<file path="src/rtl/data_mem_arbiter_if.sv">
// Requester-side bus of the data memory arbiter: one instance per requester.
// The requester (CPU load/store unit or DMA/debug master) drives the request
// fields; the arbiter returns the grant and the registered read data.
interface data_mem_arbiter_if #(
  parameter int AW = 16,
  parameter int DW = 16
);
  logic          REQ;     // access request
  logic          WE;      // 1 = write, 0 = read
  logic          LOCK;    // keep ownership for the next cycle too
  logic [AW-1:0] ADDR;
  logic [DW-1:0] WDATA;
  logic          GNT;     // access performed this cycle
  logic [DW-1:0] RDATA;   // registered read data
  logic          RVALID;  // RDATA valid, one-cycle pulse

  modport master (
    output REQ, WE, LOCK, ADDR, WDATA,
    input  GNT, RDATA, RVALID
  );

  modport slave (
    input  REQ, WE, LOCK, ADDR, WDATA,
    output GNT, RDATA, RVALID
  );
endinterface

</file>
<file path="src/rtl/data_mem_arbiter.sv">
// Shares the single-port data memory between the CPU load/store unit and a
// DMA/debug master. The CPU has fixed priority. The DMA is force-granted after
// STARVE_MAX denied cycles. Either side may lock the bus for atomic
// read-modify-write sequences, bounded to LOCK_MAX consecutive cycles.
// Read data is captured from the combinational memory output at the end of
// the grant cycle and returned with a one-cycle RVALID pulse.
//
// Optional feature: define DATA_MEM_ARB_RANGE_CHECK_EN to block accesses
// above MEM_TOP. Blocked accesses are still granted, but never reach the
// memory. They raise ERR for one cycle, and blocked reads return 16'hDEAD.
module data_mem_arbiter #(
  parameter int AW         = 16,
  parameter int DW         = 16,
  parameter int STARVE_MAX = 4,
  parameter int LOCK_MAX   = 8
`ifdef DATA_MEM_ARB_RANGE_CHECK_EN
  // Only exists when the range check is built in, so the default build has
  // no dangling parameter.
  , parameter logic [AW-1:0] MEM_TOP = 'h1000
`endif
) (
  input  logic              CLK,
  input  logic              RST_N,
  data_mem_arbiter_if.slave cpu_port,
  data_mem_arbiter_if.slave dma_port,
  output logic [AW-1:0]     DMAW,
  output logic [AW-1:0]     DMAR,
  output logic [DW-1:0]     WD,
  output logic              DMS,
  output logic              WRV,
  output logic              RDV,
  input  logic [DW-1:0]     RD,
  output logic              ERR
);

  localparam logic [3:0] STARVE_MAX_C = 4'(STARVE_MAX);
  localparam logic [3:0] LOCK_MAX_C   = 4'(LOCK_MAX);

  // Previous-cycle winner.
  typedef enum logic [1:0] {
    ST_IDLE = 2'd0,
    ST_CPU  = 2'd1,
    ST_DMA  = 2'd2
  } owner_e;

  owner_e        state_q, state_d;
  logic          locked_q, locked_d;          // winner had LOCK high when granted
  logic [3:0]    lock_cnt_q, lock_cnt_d;
  logic [3:0]    starve_cnt_q, starve_cnt_d;

  logic          grant_c, grant_d, granted;
  logic          owner_req, other_req;
  logic          w_we, w_lock;
  logic [AW-1:0] w_addr;
  logic [DW-1:0] w_wdata;
  logic          addr_fault;
  logic [DW-1:0] rd_word;

  logic [DW-1:0] c_rdata_q, d_rdata_q;
  logic          c_rvalid_q, d_rvalid_q;

  // Grant decision: a live lock first, then the expired-lock handover, then
  // CPU priority with the DMA starvation override.
  // NOTE: every always_comb output gets a default first, so no path can
  // leave it unassigned and infer a latch.
  always_comb begin
    grant_c   = 1'b0;
    grant_d   = 1'b0;
    owner_req = 1'b0;
    other_req = 1'b0;
    case (state_q)
      ST_CPU: begin
        owner_req = cpu_port.REQ;
        other_req = dma_port.REQ;
      end
      ST_DMA: begin
        owner_req = dma_port.REQ;
        other_req = cpu_port.REQ;
      end
      default: ;
    endcase
    // Reset forces both grants low so that no strobe reaches the memory.
    if (RST_N) begin
      if (locked_q && owner_req && (lock_cnt_q < LOCK_MAX_C)) begin
        grant_c = (state_q == ST_CPU);
        grant_d = (state_q == ST_DMA);
      end else if (locked_q && owner_req && other_req) begin
        // Lock has reached LOCK_MAX: hand one arbitration to the other side.
        grant_c = (state_q == ST_DMA);
        grant_d = (state_q == ST_CPU);
      end else if (cpu_port.REQ && dma_port.REQ) begin
        grant_d = (starve_cnt_q == STARVE_MAX_C);
        grant_c = !grant_d;
      end else begin
        grant_c = cpu_port.REQ;
        grant_d = dma_port.REQ;
      end
    end
  end

  // Route the granted requester's access fields.
  always_comb begin
    w_we    = 1'b0;
    w_lock  = 1'b0;
    w_addr  = '0;
    w_wdata = '0;
    if (grant_c) begin
      w_we    = cpu_port.WE;
      w_lock  = cpu_port.LOCK;
      w_addr  = cpu_port.ADDR;
      w_wdata = cpu_port.WDATA;
    end else if (grant_d) begin
      w_we    = dma_port.WE;
      w_lock  = dma_port.LOCK;
      w_addr  = dma_port.ADDR;
      w_wdata = dma_port.WDATA;
    end
  end

  assign granted = grant_c | grant_d;

`ifdef DATA_MEM_ARB_RANGE_CHECK_EN
  assign addr_fault = granted && (w_addr > MEM_TOP);
`else
  assign addr_fault = 1'b0;
`endif

  // Memory drive. A blocked access keeps its grant but strobes nothing.
  assign DMAW    = w_addr;
  assign DMAR    = w_addr;
  assign WD      = w_wdata;
  assign DMS     = granted & ~addr_fault;
  assign WRV     = DMS & w_we;
  assign RDV     = DMS & ~w_we;
  assign rd_word = addr_fault ? DW'(16'hDEAD) : RD;

  // Next owner, lock tracking and DMA starvation counting.
  always_comb begin
    state_d      = ST_IDLE;
    locked_d     = 1'b0;
    lock_cnt_d   = 4'd0;
    starve_cnt_d = 4'd0;
    if (grant_c)      state_d = ST_CPU;
    else if (grant_d) state_d = ST_DMA;
    locked_d = granted & w_lock;
    if (granted && w_lock) begin
      if (locked_q && (state_d == state_q))
        lock_cnt_d = (lock_cnt_q == 4'hF) ? lock_cnt_q : lock_cnt_q + 4'd1;
      else
        lock_cnt_d = 4'd1;
    end
    if (dma_port.REQ && !grant_d)
      starve_cnt_d = (starve_cnt_q >= STARVE_MAX_C) ? STARVE_MAX_C
                                                     : starve_cnt_q + 4'd1;
  end

  // Owner, lock and starvation registers.
  // NOTE: sequential state uses non-blocking assignments only, so every
  // flop samples the pre-edge values regardless of block ordering.
  always_ff @(posedge CLK or negedge RST_N) begin
    if (!RST_N) begin
      state_q      <= ST_IDLE;
      locked_q     <= 1'b0;
      lock_cnt_q   <= 4'd0;
      starve_cnt_q <= 4'd0;
    end else begin
      state_q      <= state_d;
      locked_q     <= locked_d;
      lock_cnt_q   <= lock_cnt_d;
      starve_cnt_q <= starve_cnt_d;
    end
  end

  // Read return: capture the memory word into the winner's RDATA register.
  // The loser's register keeps its previous value.
  always_ff @(posedge CLK or negedge RST_N) begin
    if (!RST_N) begin
      c_rdata_q  <= '0;
      d_rdata_q  <= '0;
      c_rvalid_q <= 1'b0;
      d_rvalid_q <= 1'b0;
    end else begin
      c_rvalid_q <= grant_c & ~w_we;
      d_rvalid_q <= grant_d & ~w_we;
      if (grant_c && !w_we) c_rdata_q <= rd_word;
      if (grant_d && !w_we) d_rdata_q <= rd_word;
    end
  end

`ifdef DATA_MEM_ARB_RANGE_CHECK_EN
  logic err_q;

  // Address fault pulse, one cycle after the offending grant.
  always_ff @(posedge CLK or negedge RST_N) begin
    if (!RST_N) err_q <= 1'b0;
    else        err_q <= addr_fault;
  end

  assign ERR = err_q;
`else
  assign ERR = 1'b0;
`endif

  assign cpu_port.GNT    = grant_c;
  assign cpu_port.RDATA  = c_rdata_q;
  assign cpu_port.RVALID = c_rvalid_q;
  assign dma_port.GNT    = grant_d;
  assign dma_port.RDATA  = d_rdata_q;
  assign dma_port.RVALID = d_rvalid_q;

endmodule

</file>
<file path="src/flat_wrapper.sv">
// flat-port wrapper written by rule: the top's interface ports become plain ports
module data_mem_arbiter_flat 
#(
  parameter int AW         = 16,
  parameter int DW         = 16,
  parameter int STARVE_MAX = 4,
  parameter int LOCK_MAX   = 8

)
  (CLK, RST_N, DMAW, DMAR, WD, DMS, WRV, RDV, RD, ERR, cpu_port_REQ, cpu_port_WE, cpu_port_LOCK, cpu_port_ADDR, cpu_port_WDATA, cpu_port_GNT, cpu_port_RDATA, cpu_port_RVALID, dma_port_REQ, dma_port_WE, dma_port_LOCK, dma_port_ADDR, dma_port_WDATA, dma_port_GNT, dma_port_RDATA, dma_port_RVALID);
  data_mem_arbiter_if #(.AW(AW), .DW(DW)) cpu_port_i ();
  data_mem_arbiter_if #(.AW(AW), .DW(DW)) dma_port_i ();
  input  logic CLK;
  input  logic RST_N;
  output logic [AW-1:0] DMAW;
  output logic [AW-1:0] DMAR;
  output logic [DW-1:0] WD;
  output logic DMS;
  output logic WRV;
  output logic RDV;
  input  logic [DW-1:0] RD;
  output logic ERR;
  input wire logic [$bits(cpu_port_i.REQ)-1:0] cpu_port_REQ;
  input wire logic [$bits(cpu_port_i.WE)-1:0] cpu_port_WE;
  input wire logic [$bits(cpu_port_i.LOCK)-1:0] cpu_port_LOCK;
  input wire logic [$bits(cpu_port_i.ADDR)-1:0] cpu_port_ADDR;
  input wire logic [$bits(cpu_port_i.WDATA)-1:0] cpu_port_WDATA;
  output wire logic [$bits(cpu_port_i.GNT)-1:0] cpu_port_GNT;
  output wire logic [$bits(cpu_port_i.RDATA)-1:0] cpu_port_RDATA;
  output wire logic [$bits(cpu_port_i.RVALID)-1:0] cpu_port_RVALID;
  input wire logic [$bits(dma_port_i.REQ)-1:0] dma_port_REQ;
  input wire logic [$bits(dma_port_i.WE)-1:0] dma_port_WE;
  input wire logic [$bits(dma_port_i.LOCK)-1:0] dma_port_LOCK;
  input wire logic [$bits(dma_port_i.ADDR)-1:0] dma_port_ADDR;
  input wire logic [$bits(dma_port_i.WDATA)-1:0] dma_port_WDATA;
  output wire logic [$bits(dma_port_i.GNT)-1:0] dma_port_GNT;
  output wire logic [$bits(dma_port_i.RDATA)-1:0] dma_port_RDATA;
  output wire logic [$bits(dma_port_i.RVALID)-1:0] dma_port_RVALID;
  assign cpu_port_i.REQ = cpu_port_REQ;
  assign cpu_port_i.WE = cpu_port_WE;
  assign cpu_port_i.LOCK = cpu_port_LOCK;
  assign cpu_port_i.ADDR = cpu_port_ADDR;
  assign cpu_port_i.WDATA = cpu_port_WDATA;
  assign cpu_port_GNT = cpu_port_i.GNT;
  assign cpu_port_RDATA = cpu_port_i.RDATA;
  assign cpu_port_RVALID = cpu_port_i.RVALID;
  assign dma_port_i.REQ = dma_port_REQ;
  assign dma_port_i.WE = dma_port_WE;
  assign dma_port_i.LOCK = dma_port_LOCK;
  assign dma_port_i.ADDR = dma_port_ADDR;
  assign dma_port_i.WDATA = dma_port_WDATA;
  assign dma_port_GNT = dma_port_i.GNT;
  assign dma_port_RDATA = dma_port_i.RDATA;
  assign dma_port_RVALID = dma_port_i.RVALID;
  data_mem_arbiter #(.AW(AW), .DW(DW), .STARVE_MAX(STARVE_MAX), .LOCK_MAX(LOCK_MAX)) u_core (.CLK(CLK), .RST_N(RST_N), .cpu_port(cpu_port_i), .dma_port(dma_port_i), .DMAW(DMAW), .DMAR(DMAR), .WD(WD), .DMS(DMS), .WRV(WRV), .RDV(RDV), .RD(RD), .ERR(ERR));
endmodule
</file>
<file path="config.mk">
export PLATFORM = sky130hd
export DESIGN_NAME = data_mem_arbiter_flat
export DESIGN_NICKNAME = d
export VERILOG_FILES = /design/src/rtl/data_mem_arbiter_if.sv /design/src/rtl/data_mem_arbiter.sv /design/src/flat_wrapper.sv
export SDC_FILE = /design/constraint.sdc
export NUM_CORES = 1
export LEC_CHECK = 0
export ABC_AREA = 1
export CAP_MARGIN = 30
export CORE_ASPECT_RATIO = 0.9
export CORE_MARGIN = 2
export CORE_UTILIZATION = 33
export CTS_CLUSTER_DIAMETER = 80
export CTS_CLUSTER_SIZE = 12
export DETAILED_ROUTE_END_ITERATION = 16
export PLACE_DENSITY = 0.75
export SETUP_SLACK_MARGIN = 0.1
export SLEW_MARGIN = 20
export SYNTH_ARGS = -nofsm -noshare
export SYNTH_HDL_FRONTEND = slang
export SYNTH_SLANG_ARGS = --single-unit
</file>
<file path="constraint.sdc">
create_clock -name CLK -period 3 [get_ports CLK]
set_clock_uncertainty 0.2 [all_clocks]
set_input_delay 0.6 -clock CLK [delete_from_list [all_inputs] [get_ports CLK]]
set_output_delay 0.6 -clock CLK [all_outputs]
set_load 0.005 [all_outputs]
</file>
; Word level (Yosys, flattened, before mapping)
; Cells that the tools add are included.
[word_totals]
reg_bits = 45
input_bits = 88
out_inout_bits = 88
word_cells = 62
[op_classes]
addsub = 2
order_cmp = 2
n_eq_ne = 6
n_mux = 25
bitwise_logic = 7
reduce_logical = 12
[ops]
columns = op, n
row1 = 16-bit two-way mux, 4
row2 = 4-bit two-way mux, 5
row3 = 1-bit two-way mux, 12
row4 = 1-bit logical AND, 9
row5 = 4-bit by 1-bit adder with 4-bit output (second input constant), 2
row6 = 1-bit AND, 5
row7 = 4-bit by 3-bit == test with 1-bit output (second input constant), 1
row8 = 4-bit == test (second input constant), 1
row9 = 4-bit by 3-bit greater-or-equal comparator with 1-bit output (second input constant), 1
row10 = 4-bit < comparator (second input constant), 1
row11 = 2-bit two-way mux, 2
row12 = 1-bit case mux with 2 select lines, 2
row13 = 1-bit logical NOT, 3
row14 = 3-bit inequality test (second input constant), 1
row15 = 2-bit by 1-bit == test with 1-bit output (second input constant), 1
row16 = 2-bit == test, 1
row17 = 2-bit == test (second input constant), 1
row18 = 1-bit inverter, 1
row19 = 1-bit bitwise OR, 1

; Longest topological paths before layout
[depth]
word_depth = 13
depth_mapped = 16
mapped_depth_nobuf = 15

; Least setup slack after synthesis
; Ideal clock, no wire load.
[synth_timing]
path_type = flip-flop to output port
from = register u_core.state_q[0]
to = output port DMAW[10]
arrival_ns = 1.991
required_ns = 2.200
path_slack_ns = 0.209
stages_incl_launch_ff = 13
n_path_buf = 2
path_cell_list = dfrtp_1 > inv_1 > ha_1 > nor2_4 > nand3_4 > or2_1 > nand2_2 > nor2_8 > nand2_2 > inv_2 > buf_2 > a22o_1 > buf_4
[synth_via]
elab_chain_len = 9
word_cells_on_any_way = 15
classes_between = eq/ne: 2 / mux: 10 / reduce/logical: 3
[synth_rtl]
columns = item, line_no
row1 = start: declaration, data_mem_arbiter.sv:46  ; owner_e state_q, state_d;
row2 = start signal: assignment, data_mem_arbiter.sv:167  ; state_q <= state_d;
row3 = 2-bit == test or 2-bit by 1-bit == test with 1-bit output (tied branches), "data_mem_arbiter.sv:71, data_mem_arbiter.sv:86, data_mem_arbiter.sv:90"
row4 = 1-bit case mux with 2 select lines, data_mem_arbiter.sv:71  ; case (state_q)
row5 = 1-bit logical AND, "data_mem_arbiter.sv:84, data_mem_arbiter.sv:87"
row6 = 1-bit logical AND, data_mem_arbiter.sv:87  ; end else if (locked_q && owner_req && other_req) begin
row7 = 1-bit two-way mux, data_mem_arbiter.sv:87
row8 = 1-bit two-way mux (*), data_mem_arbiter.sv:84  ; if (locked_q && owner_req && (lock_cnt_q < LOCK_MAX_C)) begin
row9 = 1-bit two-way mux (*), data_mem_arbiter.sv:83  ; if (RST_N) begin
row10 = named net dma_port_GNT, flat_wrapper.sv:36  ; output wire logic [$bits(dma_port_i.GNT)-1:0] dma_port_GNT;
row11 = 16-bit two-way mux (*), data_mem_arbiter.sv:112  ; end else if (grant_d) begin
row12 = 16-bit two-way mux (*), data_mem_arbiter.sv:107  ; if (grant_c) begin
row13 = end: declaration, flat_wrapper.sv:15  ; output logic [AW-1:0] DMAW;
; The timed path passes the listed nets; every way through them passes the cells marked *.

; Worst setup path in the final report
[layout_timing]
from = register u_core.state_q[1]
to = output port DMAR[15]
[layout_via]
elab_chain_len = 9
word_cells_on_any_way = 15
classes_between = eq/ne: 2 / mux: 10 / reduce/logical: 3
[layout_rtl]
columns = item, line_no
row1 = 2-bit == test or 2-bit by 1-bit == test with 1-bit output (tied branches), -
row2 = 1-bit case mux with 2 select lines, data_mem_arbiter.sv:71
row3 = 1-bit logical AND, "data_mem_arbiter.sv:84, data_mem_arbiter.sv:87"
row4 = 1-bit logical AND, data_mem_arbiter.sv:87
row5 = 1-bit two-way mux, data_mem_arbiter.sv:87
row6 = 1-bit two-way mux, data_mem_arbiter.sv:84
row7 = 1-bit two-way mux, data_mem_arbiter.sv:83
row8 = 16-bit two-way mux, data_mem_arbiter.sv:112
row9 = 16-bit two-way mux (*), data_mem_arbiter.sv:107
row10 = end: declaration, flat_wrapper.sv:16  ; output logic [AW-1:0] DMAR;
; Mark *: on every way between the ends. The rest lies on a longest branch, timed or not.

==> results.py <==
metrics = {
    "outcome": {
        "outcome": "complete, but fails checks",
        "violations": "negative setup slack",
    },
    "pwr": {
        "netSwitchingFraction_pct": 29.5,
        "p_seq_share_pct": 40.9,
        "p_int_mw": 1.33,
        "power_frac_comb_pct": 39.0,
        "vdd_ir_drop_max_uv": 221,
        "p_switching_mw": 0.558,
        "p_leak_nw": 2.23,
        "power_density_nw_per_um2": 415,
        "power_frac_clock_pct": 20.1,
    },
    "setup_path": {
        "slowest_stage": "dfrtp_1",
        "critical_path_class": "flop to output port",
        "r2r-start": "u_core.state_q[1]",
        "cp-start-kind": "flop",
        "required_ps": 2200,
        "r2r_setup_slack_ps": 430,
        "critPathArrivalTime_ps": 2350,
        "cp_slowest_stage_delay_ps": 440,
        "reg2regPathDepth": 16,
        "startpoint": "u_core.state_q[1]",
        "reg2reg_to": "u_core.lock_cnt_q[3]",
        "worst-path-max-fanout": 6,
        "crit_end": "DMAR[15]",
        "end_kind": "output port",
        "cp_cell_sequence": "ha_4, nor2_4, nand3_4, or2_1, nand2_2, nor2_8, nand2_4, inv_8, buf_12, a22o_1, buf_2",
    },
    "final_layout": {
        "antenna-diode-count": 0,
        "post-route-cell-area_um2": 4560,
        "multiInputGateArea_um2": 1200,
        "final_layout_size_suffix_gt1_share_pct": 34.6,
        "seq_area_um2": 1130,
        "area_growth_syn_to_layout_pct": 74.9,
        "final_core_util_pct": 60.1,
        "final_nets": 566,
        "fillers": 681,
    },
    "timing": {
        "holdWs_ps": 85.4,
        "worst_slack_ps": -154,
        "rsz0062_at_grt": "true",
        "finalHoldViolations": 0,
        "fin_setup_tns_ps": -5610,
        "min_period_ps": 3150,
        "slew_headroom_pct": 65.3,
        "worstMarginPinSlew_ps": 520,
        "slew_viol_final": 0,
        "max_freq_mhz": 317,
        "fin_crit_sh_pct": 105,
        "setup_viol": 50,
    },
    "synthesis": {
        "synth_area_um2": 2610,
        "synth_ff_type": "dfrtp_1",
        "synthTopCellsByArea": "dfrtp_1, a22o_1, nand2_1",
        "synth_top_area_cell": "dfrtp_1",
        "yosysTopAreaCellShare_pct": 43.2,
        "avgSynthCellArea_um2": 9.14,
        "synth_edf_count": 0,
        "yosysWarnings": 0,
        "syn_inst": 285,
        "synth.most_common_cell": "dfrtp_1",
        "synth_common_cells": "dfrtp_1, nand2_1, a22o_1",
        "synth.ff_latch_count": 45,
        "synth_cell_types": 29,
        "synth_seq_area_share_pct": 43.2,
        "synth-async-reset-ratio_pct": 100,
    },
    "cts": {
        "clock_sinks": 45,
        "numCtsBuffers": 5,
        "cts_tree": "built",
        "cts-root-buf": "clkbuf_8",
        "clk_pin_slew_ps": 80,
        "cts_buffer_depth": 2,
        "htree_levels": 2,
        "clk_latency_ps": 290,
    },
    "detailed_routing": {
        "drt.antenna.violating_nets": 0,
        "drtIter0Drc": 101,
        "via_count": 2611,
        "drcViolationCount": 0,
        "first_pass_iters": 4,
        "vias_per_cell": 4.58,
        "wirelength_mm": 8.21,
        "wire_per_inst_um": 14.4,
    },
    "die": {
        "die_h_um": 88.3,
        "row_count": 30,
        "die_w_um": 97.7,
        "initial_core_util_pct": 34.4,
        "io_pins": 176,
        "core_area_um2": 7580,
        "die_area_um2": 8630,
    },
    "placement": {
        "dpl_worst_slack_ps": -569,
        "dpl_cell_area_um2": 4490,
        "port-buffer-count": 174,
        "gp_congestion": 0.793,
        "dp_hpwl_mm": 6.36,
    },
    "global_routing": {
        "track_usage_pct": 17.9,
        "grt_max_degree": 42,
        "grt_antenna_before_repair": 0,
        "grt_pass1_vias": 2568,
        "grt_pass1_wl_mm": 12.5,
        "grt_overflow": 0,
    },
    "hold_path": {
        "min_path_type": "input port to async pin",
    },
    "job": {
        "max_cap_violations": 0,
    },
}
==> routing by layer <==
layer	global-route usage, %	vias up	wire [um]
met4	5.18	0	89
met2	30.9	76	4260
li1	-	1306	-
met3	3.16	7	353
met5	0	-	0
met1	23.4	1222	3500
==> final cells by class <==
type | count | share of cell area [%]
sequential | 45 | 24.7
clock inverter | 3 | 0.467
clock buffer | 5 | 1.51
inverter | 35 | 3.27
multi-input combinational | 177 | 26.2
tap | 96 | 2.64
timing repair buffer | 209 | 41.2
==> placed cells by master, fill, tap and decap left out, drive strengths merged <==
cell           instances
a22o                  32
buf                   84
clkbuf                10
xor2                   1
dfrtp                 45
or2                    2
dlygate4sd2            2
nand4                  7
clkinvlp               1
a21oi                  3
nand2                 68
o21ai                 33
inv                   36
clkinv                 1
nor2                  13
clkdlybuf4s50        118
ha                     5
nor3                   1
conb                   2
nand3                 10
==> sequential cells by signal, summed over array words and instances (netlist names) <==
register / count
u_core.starve_cnt_q: 4
u_core.cpu_port.RDATA: 16
u_core.cpu_port.RVALID: 1
u_core.dma_port.RVALID: 1
u_core.dma_port.RDATA: 16
u_core.locked_q: 1
u_core.state_q: 2
u_core.lock_cnt_q: 4
==> critical path: cells and delay by family, from the launching register on <==
family / cells / cell delay (ps)
adders and majority gates: 1 / 260
DFF: 1 / 440
buffers and inverters: 3 / 330
and+or+nand+nor: 6 / 780
AOI/OAI and AO/OA: 1 / 230
==> worst min-delay path by stage <==
stage,startpoint,to,slack (ps),cells past startpoint
2_1_floorplan,RST_N,u_core.cpu_port.RDATA[0],100,0
3_3_place_gp,u_core.starve_cnt_q[0],u_core.starve_cnt_q[0],260,1
3_5_place_dp,u_core.dma_port.RDATA[14],u_core.dma_port.RDATA[14],270,2
4_1_cts,RST_N,u_core.starve_cnt_q[0],80,2
5_1_grt,RST_N,u_core.starve_cnt_q[0],80,2
6_report,RST_N,u_core.starve_cnt_q[3],90,2
==> through the flow <==
step | cells | power (mW)
2_1_floorplan | 286 | 1.05
3_3_place_gp | 549 | 1.53
3_5_place_dp | 549 | 1.54
4_1_cts | 564 | 1.90
5_1_grt | 570 | 2.01
6_report | 570 | 1.89
==> cells by family after synthesis <==
family,synth area share (%)
AND/OR/NAND/NOR,21.2
buffers and inverters,12.8
XOR/XNOR,0.336
adder cells (fa/ha/maj),2.40
other,0.144
AO/OA/AOI/OAI,20.0
flip-flops,43.2
==> timing repair <==
action,CTS,global route
cloned,2,2
pin swaps,23,13
buffers inserted,5,4
endpoints found under the setup margin,53,53
hold buffers,0,0
hold endpoints to repair,0,0
resized for setup,226,9
==> power by group through the flow <==
stage               Sequential, mW  Combinational (mW)  Clock [mW]
floorplan                    0.788               0.264           0
finish                       0.773               0.738       0.380
global route                 0.788               0.799       0.425
global placement             0.781               0.745           0
CTS                          0.776               0.732       0.391
detailed placement           0.786               0.758           0
Power figures use the tool's default switching activity.
